$ cat config.mk
export PLATFORM = sky130hd
export DESIGN_NAME = reuse_ctrl_flat
export DESIGN_NICKNAME = d
export VERILOG_FILES = /design/src/rtl/reuse_ctrl_if.sv /design/src/rtl/reuse_ctrl.sv /design/src/flat_wrapper.sv
export SDC_FILE = /design/constraint.sdc
export NUM_CORES = 1
export LEC_CHECK = 0
export ABC_AREA = 1
export BUFFER_PORTS_ARGS = -buffer_cell sky130_fd_sc_hd__buf_2
export CAP_MARGIN = 20
export CELL_PAD_IN_SITES_DETAIL_PLACEMENT = 1
export CELL_PAD_IN_SITES_GLOBAL_PLACEMENT = 2
export CORE_MARGIN = 2
export CORE_UTILIZATION = 34
export CTS_CLUSTER_SIZE = 8
export DETAILED_ROUTE_END_ITERATION = 12
export GPL_ROUTABILITY_DRIVEN = 0
export GPL_TIMING_DRIVEN = 0
export HOLD_SLACK_MARGIN = 0.1
export PLACE_DENSITY = 0.92
export SYNTH_ARGS = -nofsm -noshare
export SYNTH_HDL_FRONTEND = slang
export SYNTH_SLANG_ARGS = --single-unit
$ cat constraint.sdc
create_clock -name clk -period 5.15 [get_ports clk]
set_clock_uncertainty 0.05 [all_clocks]
set_input_delay 1.03 -clock clk [delete_from_list [all_inputs] [get_ports clk]]
set_output_delay 1.03 -clock clk [all_outputs]
set_load 0.005 [all_outputs]
$ cat src/rtl/reuse_ctrl_if.sv
// Pixel stream bundle between the upstream source, reuse_ctrl and reuse_module.
// The master side feeds pixels; the slave side (reuse_ctrl) drives the buffer-facing outputs.
interface reuse_ctrl_if #(
    parameter int BIT_WIDTH = 8
);
    logic                 in_valid;
    logic [BIT_WIDTH-1:0] in_data;
    logic                 in_ready;
    logic                 reuse_en;
    logic [BIT_WIDTH-1:0] pix_out;
    logic                 win_valid;

    modport master (
        output in_valid,
        output in_data,
        input  in_ready,
        input  reuse_en,
        input  pix_out,
        input  win_valid
    );

    modport slave (
        input  in_valid,
        input  in_data,
        output in_ready,
        output reuse_en,
        output pix_out,
        output win_valid
    );
endinterface

$ cat src/rtl/reuse_ctrl.sv
// Frame sequencer for reuse_module: accepts a raster pixel stream, re-registers each pixel
// with a shift enable, tracks column/row position and flags beats that complete a KxK window.
module reuse_ctrl #(
    parameter int BIT_WIDTH = 8,
    parameter int CNT_W     = 9,
    parameter int KSIZE     = 3
) (
    input  logic             clk,
    input  logic             rst_n,
    reuse_ctrl_if.slave      bus,
    input  logic             start_i,
    input  logic [CNT_W-1:0] col_i,
    input  logic [CNT_W-1:0] row_i,
    output logic [CNT_W-1:0] col_cnt_o,
    output logic [CNT_W-1:0] row_cnt_o,
    output logic             busy_o,
    output logic             done_o,
    output logic             cfg_err_o
);

    localparam logic [CNT_W-1:0] K_CNT  = CNT_W'(KSIZE);
    localparam logic [CNT_W-1:0] K_M1   = CNT_W'(KSIZE - 1);
    localparam logic [CNT_W-1:0] K_M2   = CNT_W'(KSIZE - 2);
    localparam logic [CNT_W-1:0] CNT_1  = CNT_W'(1);
    localparam logic [CNT_W-1:0] CNT_0  = {CNT_W{1'b0}};

    typedef enum logic [1:0] {
        S_IDLE = 2'd0,
        S_FILL = 2'd1,
        S_RUN  = 2'd2,
        S_DONE = 2'd3
    } state_t;

    state_t               state_q,   state_d;
    logic [CNT_W-1:0]     col_cfg_q, col_cfg_d;
    logic [CNT_W-1:0]     row_cfg_q, row_cfg_d;
    logic [CNT_W-1:0]     col_cnt_q, col_cnt_d;
    logic [CNT_W-1:0]     row_cnt_q, row_cnt_d;
    logic [BIT_WIDTH-1:0] pix_q,     pix_d;
    logic                 en_q,      en_d;
    logic                 win_q,     win_d;
    logic                 cfg_err_q, cfg_err_d;

    logic                 in_ready_s;
    logic                 accept_s;
    logic                 cfg_ok_s;
    logic                 last_col_s;
    logic                 last_row_s;

    assign in_ready_s = (state_q == S_FILL) || (state_q == S_RUN);
    assign accept_s   = bus.in_valid && in_ready_s;
    assign cfg_ok_s   = (col_i >= K_CNT) && (row_i >= K_CNT);
    assign last_col_s = (col_cnt_q == (col_cfg_q - CNT_1));
    assign last_row_s = (row_cnt_q == (row_cfg_q - CNT_1));

    // Next-state, config latch and raster position counters.
    always_comb begin
        state_d   = state_q;
        col_cfg_d = col_cfg_q;
        row_cfg_d = row_cfg_q;
        col_cnt_d = col_cnt_q;
        row_cnt_d = row_cnt_q;
        cfg_err_d = 1'b0;

        if (accept_s) begin
            if (last_col_s) begin
                col_cnt_d = CNT_0;
                row_cnt_d = row_cnt_q + CNT_1;
            end else begin
                col_cnt_d = col_cnt_q + CNT_1;
                row_cnt_d = row_cnt_q;
            end
        end else begin
            col_cnt_d = col_cnt_q;
            row_cnt_d = row_cnt_q;
        end

        case (state_q)
            S_IDLE: begin
                if (start_i) begin
                    if (cfg_ok_s) begin
                        state_d   = S_FILL;
                        col_cfg_d = col_i;
                        row_cfg_d = row_i;
                        col_cnt_d = CNT_0;
                        row_cnt_d = CNT_0;
                    end else begin
                        cfg_err_d = 1'b1;
                    end
                end else begin
                    state_d = S_IDLE;
                end
            end
            // FILL ends once the last buffered row before the first window row is complete.
            S_FILL: begin
                if (accept_s && last_col_s && (row_cnt_q == K_M2)) begin
                    state_d = S_RUN;
                end else begin
                    state_d = S_FILL;
                end
            end
            S_RUN: begin
                if (accept_s && last_col_s && last_row_s) begin
                    state_d   = S_DONE;
                    col_cnt_d = CNT_0;
                    row_cnt_d = CNT_0;
                end else begin
                    state_d = S_RUN;
                end
            end
            S_DONE: begin
                state_d = S_IDLE;
            end
            default: begin
                state_d   = S_IDLE;
                col_cnt_d = CNT_0;
                row_cnt_d = CNT_0;
            end
        endcase
    end

    // Pixel re-register, shift enable and window flag for the accepted beat.
    always_comb begin
        en_d  = accept_s;
        win_d = accept_s && (row_cnt_q >= K_M1) && (col_cnt_q >= K_M1);
        if (accept_s) begin
            pix_d = bus.in_data;
        end else begin
            pix_d = pix_q;
        end
    end

    // State and datapath registers.
    always_ff @(posedge clk or negedge rst_n) begin
        if (!rst_n) begin
            state_q   <= S_IDLE;
            col_cfg_q <= CNT_0;
            row_cfg_q <= CNT_0;
            col_cnt_q <= CNT_0;
            row_cnt_q <= CNT_0;
            pix_q     <= {BIT_WIDTH{1'b0}};
            en_q      <= 1'b0;
            win_q     <= 1'b0;
            cfg_err_q <= 1'b0;
        end else begin
            state_q   <= state_d;
            col_cfg_q <= col_cfg_d;
            row_cfg_q <= row_cfg_d;
            col_cnt_q <= col_cnt_d;
            row_cnt_q <= row_cnt_d;
            pix_q     <= pix_d;
            en_q      <= en_d;
            win_q     <= win_d;
            cfg_err_q <= cfg_err_d;
        end
    end

    assign bus.in_ready  = in_ready_s;
    assign bus.reuse_en  = en_q;
    assign bus.pix_out   = pix_q;
    assign bus.win_valid = win_q;
    assign col_cnt_o     = col_cnt_q;
    assign row_cnt_o     = row_cnt_q;
    assign busy_o        = in_ready_s;
    assign done_o        = (state_q == S_DONE);
    assign cfg_err_o     = cfg_err_q;

endmodule
$ cat src/flat_wrapper.sv
// flat-port wrapper written by rule: the top's interface ports become plain ports
module reuse_ctrl_flat 
#(
    parameter int BIT_WIDTH = 8,
    parameter int CNT_W     = 9,
    parameter int KSIZE     = 3
)
  (clk, rst_n, start_i, col_i, row_i, col_cnt_o, row_cnt_o, busy_o, done_o, cfg_err_o, bus_in_valid, bus_in_data, bus_in_ready, bus_reuse_en, bus_pix_out, bus_win_valid);
  reuse_ctrl_if #(.BIT_WIDTH(BIT_WIDTH)) bus_i ();
  input  logic clk;
  input  logic rst_n;
  input  logic start_i;
  input  logic [CNT_W-1:0] col_i;
  input  logic [CNT_W-1:0] row_i;
  output logic [CNT_W-1:0] col_cnt_o;
  output logic [CNT_W-1:0] row_cnt_o;
  output logic busy_o;
  output logic done_o;
  output logic cfg_err_o;
  input wire logic [$bits(bus_i.in_valid)-1:0] bus_in_valid;
  input wire logic [$bits(bus_i.in_data)-1:0] bus_in_data;
  output wire logic [$bits(bus_i.in_ready)-1:0] bus_in_ready;
  output wire logic [$bits(bus_i.reuse_en)-1:0] bus_reuse_en;
  output wire logic [$bits(bus_i.pix_out)-1:0] bus_pix_out;
  output wire logic [$bits(bus_i.win_valid)-1:0] bus_win_valid;
  assign bus_i.in_valid = bus_in_valid;
  assign bus_i.in_data = bus_in_data;
  assign bus_in_ready = bus_i.in_ready;
  assign bus_reuse_en = bus_i.reuse_en;
  assign bus_pix_out = bus_i.pix_out;
  assign bus_win_valid = bus_i.win_valid;
  reuse_ctrl #(.BIT_WIDTH(BIT_WIDTH), .CNT_W(CNT_W), .KSIZE(KSIZE)) u_core (.clk(clk), .rst_n(rst_n), .bus(bus_i), .start_i(start_i), .col_i(col_i), .row_i(row_i), .col_cnt_o(col_cnt_o), .row_cnt_o(row_cnt_o), .busy_o(busy_o), .done_o(done_o), .cfg_err_o(cfg_err_o));
endmodule
Word level (Yosys, flattened, before mapping)
Cells that the tools add are included.

Register bits: 49. Input port bits: 30. Output and inout port bits: 32. Word-level logic and storage cells: 54.

$add $sub $neg: 4. Order comparisons: 4. Equal/unequal tests: 7. Multiplexer cells: 20. Reduce and logical (&&, ||, !) cells: 10.

Operator list (count): 9-bit 2-to-1 mux (10); 9-bit by 2-bit greater-or-equal comparator with 1-bit output (second input constant) (4); 9-bit case mux with 2 select lines (2); 9-bit by 1-bit adder with 9-bit output (second input constant) (2); 9-bit equality test (2); 9-bit by 1-bit subtractor with 9-bit output (second input constant) (2); 9-bit by 1-bit equality test with 1-bit output (second input constant) (1); 2-bit case mux with 4 select lines (1); 1-bit logical AND (7); 2-bit 2-to-1 mux (3); 2-bit equality test (second input constant) (2); 1-bit 2-to-1 mux (4); 3-bit by 2-bit inequality test with 1-bit output (second input constant) (1); 3-bit AND reduction (1); 2-bit by 1-bit equality test with 1-bit output (second input constant) (1); 2-bit zero test (1); 1-bit logical OR (1).

Depth between registers and ports, before layout
Depth after elaboration: 7. Depth in mapped cells: 16. Depth with buffers taken out: 16.

Worst setup path before layout
No wires, ideal clock.

Path type: input-to-reg. Start point: in bus_in_valid. End point: reg u_core.row_cnt_q[8], in the netlist u_core.row_cnt_o[8]. Library setup time: 0.118 ns. Arrival: 2.076 ns. Data required time: 4.982 ns. Setup slack: 2.906 ns. Stages: 13. Cells stage by stage: nand2_1 -> nor2_1 -> nand3_1 -> nor2_2 -> nand3_2 -> nor2_4 -> nand2_4 -> inv_4 -> nand3_2 -> nand2_4 -> nand2_2 -> nand2_1 -> nor2_2.

Cells in the longest elaborated chain, start to end: 5. Elaborated cells between the ends (all ways): 8. Those cells by class: mux (5); reduce/logical (3).

RTL lines: start, declared (RTL line flat_wrapper.sv:20) `input wire logic [$bits(bus_i.in_valid)-1:0] bus_in_valid;`; 1-bit logical AND * (RTL line reuse_ctrl.sv:51) `assign accept_s = bus.in_valid && in_ready_s;`; 9-bit 2-to-1 mux or 1-bit logical AND (tied branches) (RTL line reuse_ctrl.sv:65, reuse_ctrl.sv:103); 9-bit 2-to-1 mux or 1-bit logical AND (tied branches) (RTL line reuse_ctrl.sv:81, reuse_ctrl.sv:103); 9-bit 2-to-1 mux (on tied branches) (RTL line reuse_ctrl.sv:80, reuse_ctrl.sv:103); 9-bit case mux with 2 select lines * (RTL line reuse_ctrl.sv:78) `case (state_q)`; named net u_core.row_cnt_d[8] (RTL line reuse_ctrl.sv:38) `logic [CNT_W-1:0] row_cnt_q, row_cnt_d;`; end signal, assigned (RTL line reuse_ctrl.sv:150) `row_cnt_q <= row_cnt_d;`; end, declared (RTL line reuse_ctrl.sv:38).

Mark *: on every way through the listed nets, which the timed path passes. The rest lies on a longest branch. A chain may end at the register's enable or synchronous reset.

Worst setup path in the final report
Start point: reg u_core.state_q[0]. End point: out busy_o.

Cells in the longest elaborated chain, start to end: 2. Elaborated cells between the ends (all ways): 3. Those cells by class: eq/ne (2); reduce/logical (1).

RTL lines: start, declared (RTL line reuse_ctrl.sv:34) `state_t state_q, state_d;`; start signal, assigned (RTL line reuse_ctrl.sv:146) `state_q <= state_d;`; 2-bit by 1-bit equality test with 1-bit output or 2-bit equality test (tied branches) (RTL line reuse_ctrl.sv:50) `assign in_ready_s = (state_q == S_FILL) || (state_q == S_RUN);`; 1-bit logical OR * (RTL line reuse_ctrl.sv:50); end, declared (RTL line flat_wrapper.sv:17) `output logic busy_o;`.

Every way passes the cells marked *; elsewhere a longest branch is shown, timed or not.

==> impl_results.md <==
- DIE AREA: around 9500 µm²
- Post-DP HPWL: roughly 6600 µm
- Area Overhead vs Synth: 19.3%
- Via Count: between 2000 and 3000
- Status: complete, no violations
- GRT Total Usage: 0.182
- Storage cell area: roughly 1200 µm²
- Number of synthesized flops with an enable pin: 0
- Final worst setup slack: 2.66 ns
- Slew Viols, Final: 0
- DR iter-0 viols: 73
- Critical path arrival: around 1.4 ns
- Post CTS Setup Buffer Count: 0
- Reg clk slew, reported paths: ~0.09 ns
- Cell area after synthesis: a little under 3000 µm²
- Main synth FF type: dfrtp_1
- Lkg Pwr: approximately 1.9 nW
- Pre-antenna DRT Iters: 4
- Startpoint Class: flop
- H-tree depth: 2
- FILL cells: between 1000 and 1500
- Global-route wire length before repair: around 14000 µm
- Final period utilization: 0.484
- Ys Warns: 0
- Register area share after synthesis: 0.412
- Distinct cells, synth: 38
- Clk root buf: clkbuf_8
- Critical path capture point type: primary output
- Vias in the first global route: 3000
- Pin count of the biggest net entering global routing: 35
- Largest cells by area after synthesis: dfrtp_1 (41%), nand2_1 (13%), nor2_1 (6.1%)
- Final #Nets: between 400 and 500
- Area of the multi-input gates: 1530 µm²
- Power per cell area: approximately 440 nW/µm²
- Ports: 62
- Kind of critical path: reg2out
- Synth Net Count: 428
- Most common cell in the netlist: nand2_1
- Largest area contributor in the netlist: dfrtp_1
- #FFs+latches synth: 49
- Crit path max fanout: 4
- Cells after synthesis: slightly below 400
- Starting density of the core: 0.346
- CTS buffer count: 5
- PortBufs: 61
- Final Non-Filler Cells: around 570
- Core area: ~8600 µm²
- Share of the synthesized area in the top cell type: 0.412
- Rows: 34
- Drt drc: 0
- Post-route ant nets: 0
- Setup TNS: 0 ns
- Vias per cell: 4.85
- Max Fclk: around 0.4 GHz
- Layout Utilization: 0.413
- Fin. Hold Viols: 0
- # Max-Cap Violations: 0
- List of most frequent post-synthesis cells: nand2_1 (102), dfrtp_1 (49), nor2_1 (48), inv_1 (45), a21oi_1 (18)
- DP Worst Slack: 2.33 ns
- Post-CTS Resized: 0
- Clock Path Buffers: 2
- CTS tree: yes
- RSZ-0062 raised after global routing: false
- Post-Route WL: 8250 µm
- Worst Path Required: 4.07 ns
- Worst min-delay path category: reg2reg
- R2r setup slk: ~2.8 ns
- Post-DR wirelength/cell: approximately 15 µm
- Synth Area per Inst: about 7.7 µm²
- CTS Hold Buffers Added: 0
- CTS Sinks: between 40 and 50
- Post-layout min period: around 2.5 ns
- Clk_lat worst skew: between 0.3 and 0.4 ns
- Antenna cells: 0
- Setup violators final: 0
- Post-synth ARST share: 1.00
- Remaining global-route overflow: 0
- Die H: ~98 µm
- Worst vdd ir: around 140 µV
- Initial antenna violation count: 0
- Worst slew margin: 0.588
- Worst-Margin Slew: 0.615 ns
- Die width: 97.6 µm
- Dpl cells: ~560
- Share of cells above drive strength 1: 0.212
==> sequential cells by signal, summed over array words and instances (netlist names), named ones only <==
name and flops:
u_core.bus.win_valid 1, u_core.col_cnt_o 9, u_core.row_cfg_q 9, u_core.cfg_err_o 1, u_core.row_cnt_o 9, u_core.bus.reuse_en 1, u_core.bus.pix_out 8, u_core.col_cfg_q 9
u_core.state_q 1
==> critical path, stage by stage (launching register included) <==
cell and delay (ns):
dfrtp_1 0.40, inv_1 0.11, ha_1 0.35, buf_4 0.14, buf_2 0.11
==> worst paths after layout <==
kind                       depth (start not counted)                   from                    end
max                                                4      u_core.state_q[0]                 busy_o
min                                                2  u_core.bus.pix_out[6]  u_core.bus.pix_out[6]
max reg2reg                                       15      u_core.state_q[0]    u_core.row_cnt_o[8]
min reg2reg                                        2  u_core.bus.pix_out[6]  u_core.bus.pix_out[6]
max in group asynchronous                          2                  rst_n       u_core.cfg_err_o
min in group asynchronous                          1                  rst_n    u_core.row_cnt_o[0]
==> layer usage <==
layer,up-vias,track usage,share of wire
met2,37,0.329,0.53
met5,-,0,0
met4,0,0.0438,0.012
met3,9,0.0259,0.025
met1,1346,0.227,0.44
li1,1351,-,-
==> power breakdown <==
| part | leakage, nW | internal [mW] | switching [mW] | total [mW] |
|---|---|---|---|---|
| clock | 0.0543 | 0.146 | 0.143 | 0.288 |
| combinational | 1.22 | 0.262 | 0.388 | 0.650 |
| sequential | 0.625 | 0.499 | 0.130 | 0.629 |
==> layout make-up <==
cell class	count	share of cell area
inverter	49	0.0525
timing repair buffer	62	0.0916
clock inverter	3	0.0130
buffer	8	0.0102
sequential	49	0.345
multi-input combinational	281	0.430
tap	108	0.0380
clock buffer	5	0.0194
==> cells by family after synthesis <==
family / after synthesis / share of synthesized area
buffers and inverters: 57 / 0.0748
flip-flops: 49 / 0.412
multiplexers: 2 / 0.00757
AND/OR/NAND/NOR: 205 / 0.314
adder cells (fa/ha/maj): 11 / 0.0462
XOR/XNOR: 24 / 0.0752
AO/OA/AOI/OAI: 39 / 0.0706
==> cell usage in the layout (no fill, tap or decap), drive strengths merged, types with 6 or more instances in the layout <==
cell,synthesis,final
nor2,56,56
nor3,11,11
nand3,18,18
dfrtp,49,49
xnor2,9,9
nand2,106,106
xor2,14,14
clkbuf,5,10
inv,48,48
a21oi,18,18
buf,3,65
nand4,6,6
o21ai,16,16
ha,11,11
==> metrics by stage <==
step           hold WS (ns)  cell area (µm²)  power [mW]
2_1_floorplan         0.422             2980        1.07
3_3_place_gp          0.410             3420        1.25
3_5_place_dp          0.418             3440        1.29
4_1_cts               0.440             3550        1.59
5_1_grt               0.480             3550        1.72
6_report              0.434             3550        1.57
(Power assumes the default switching activity.)
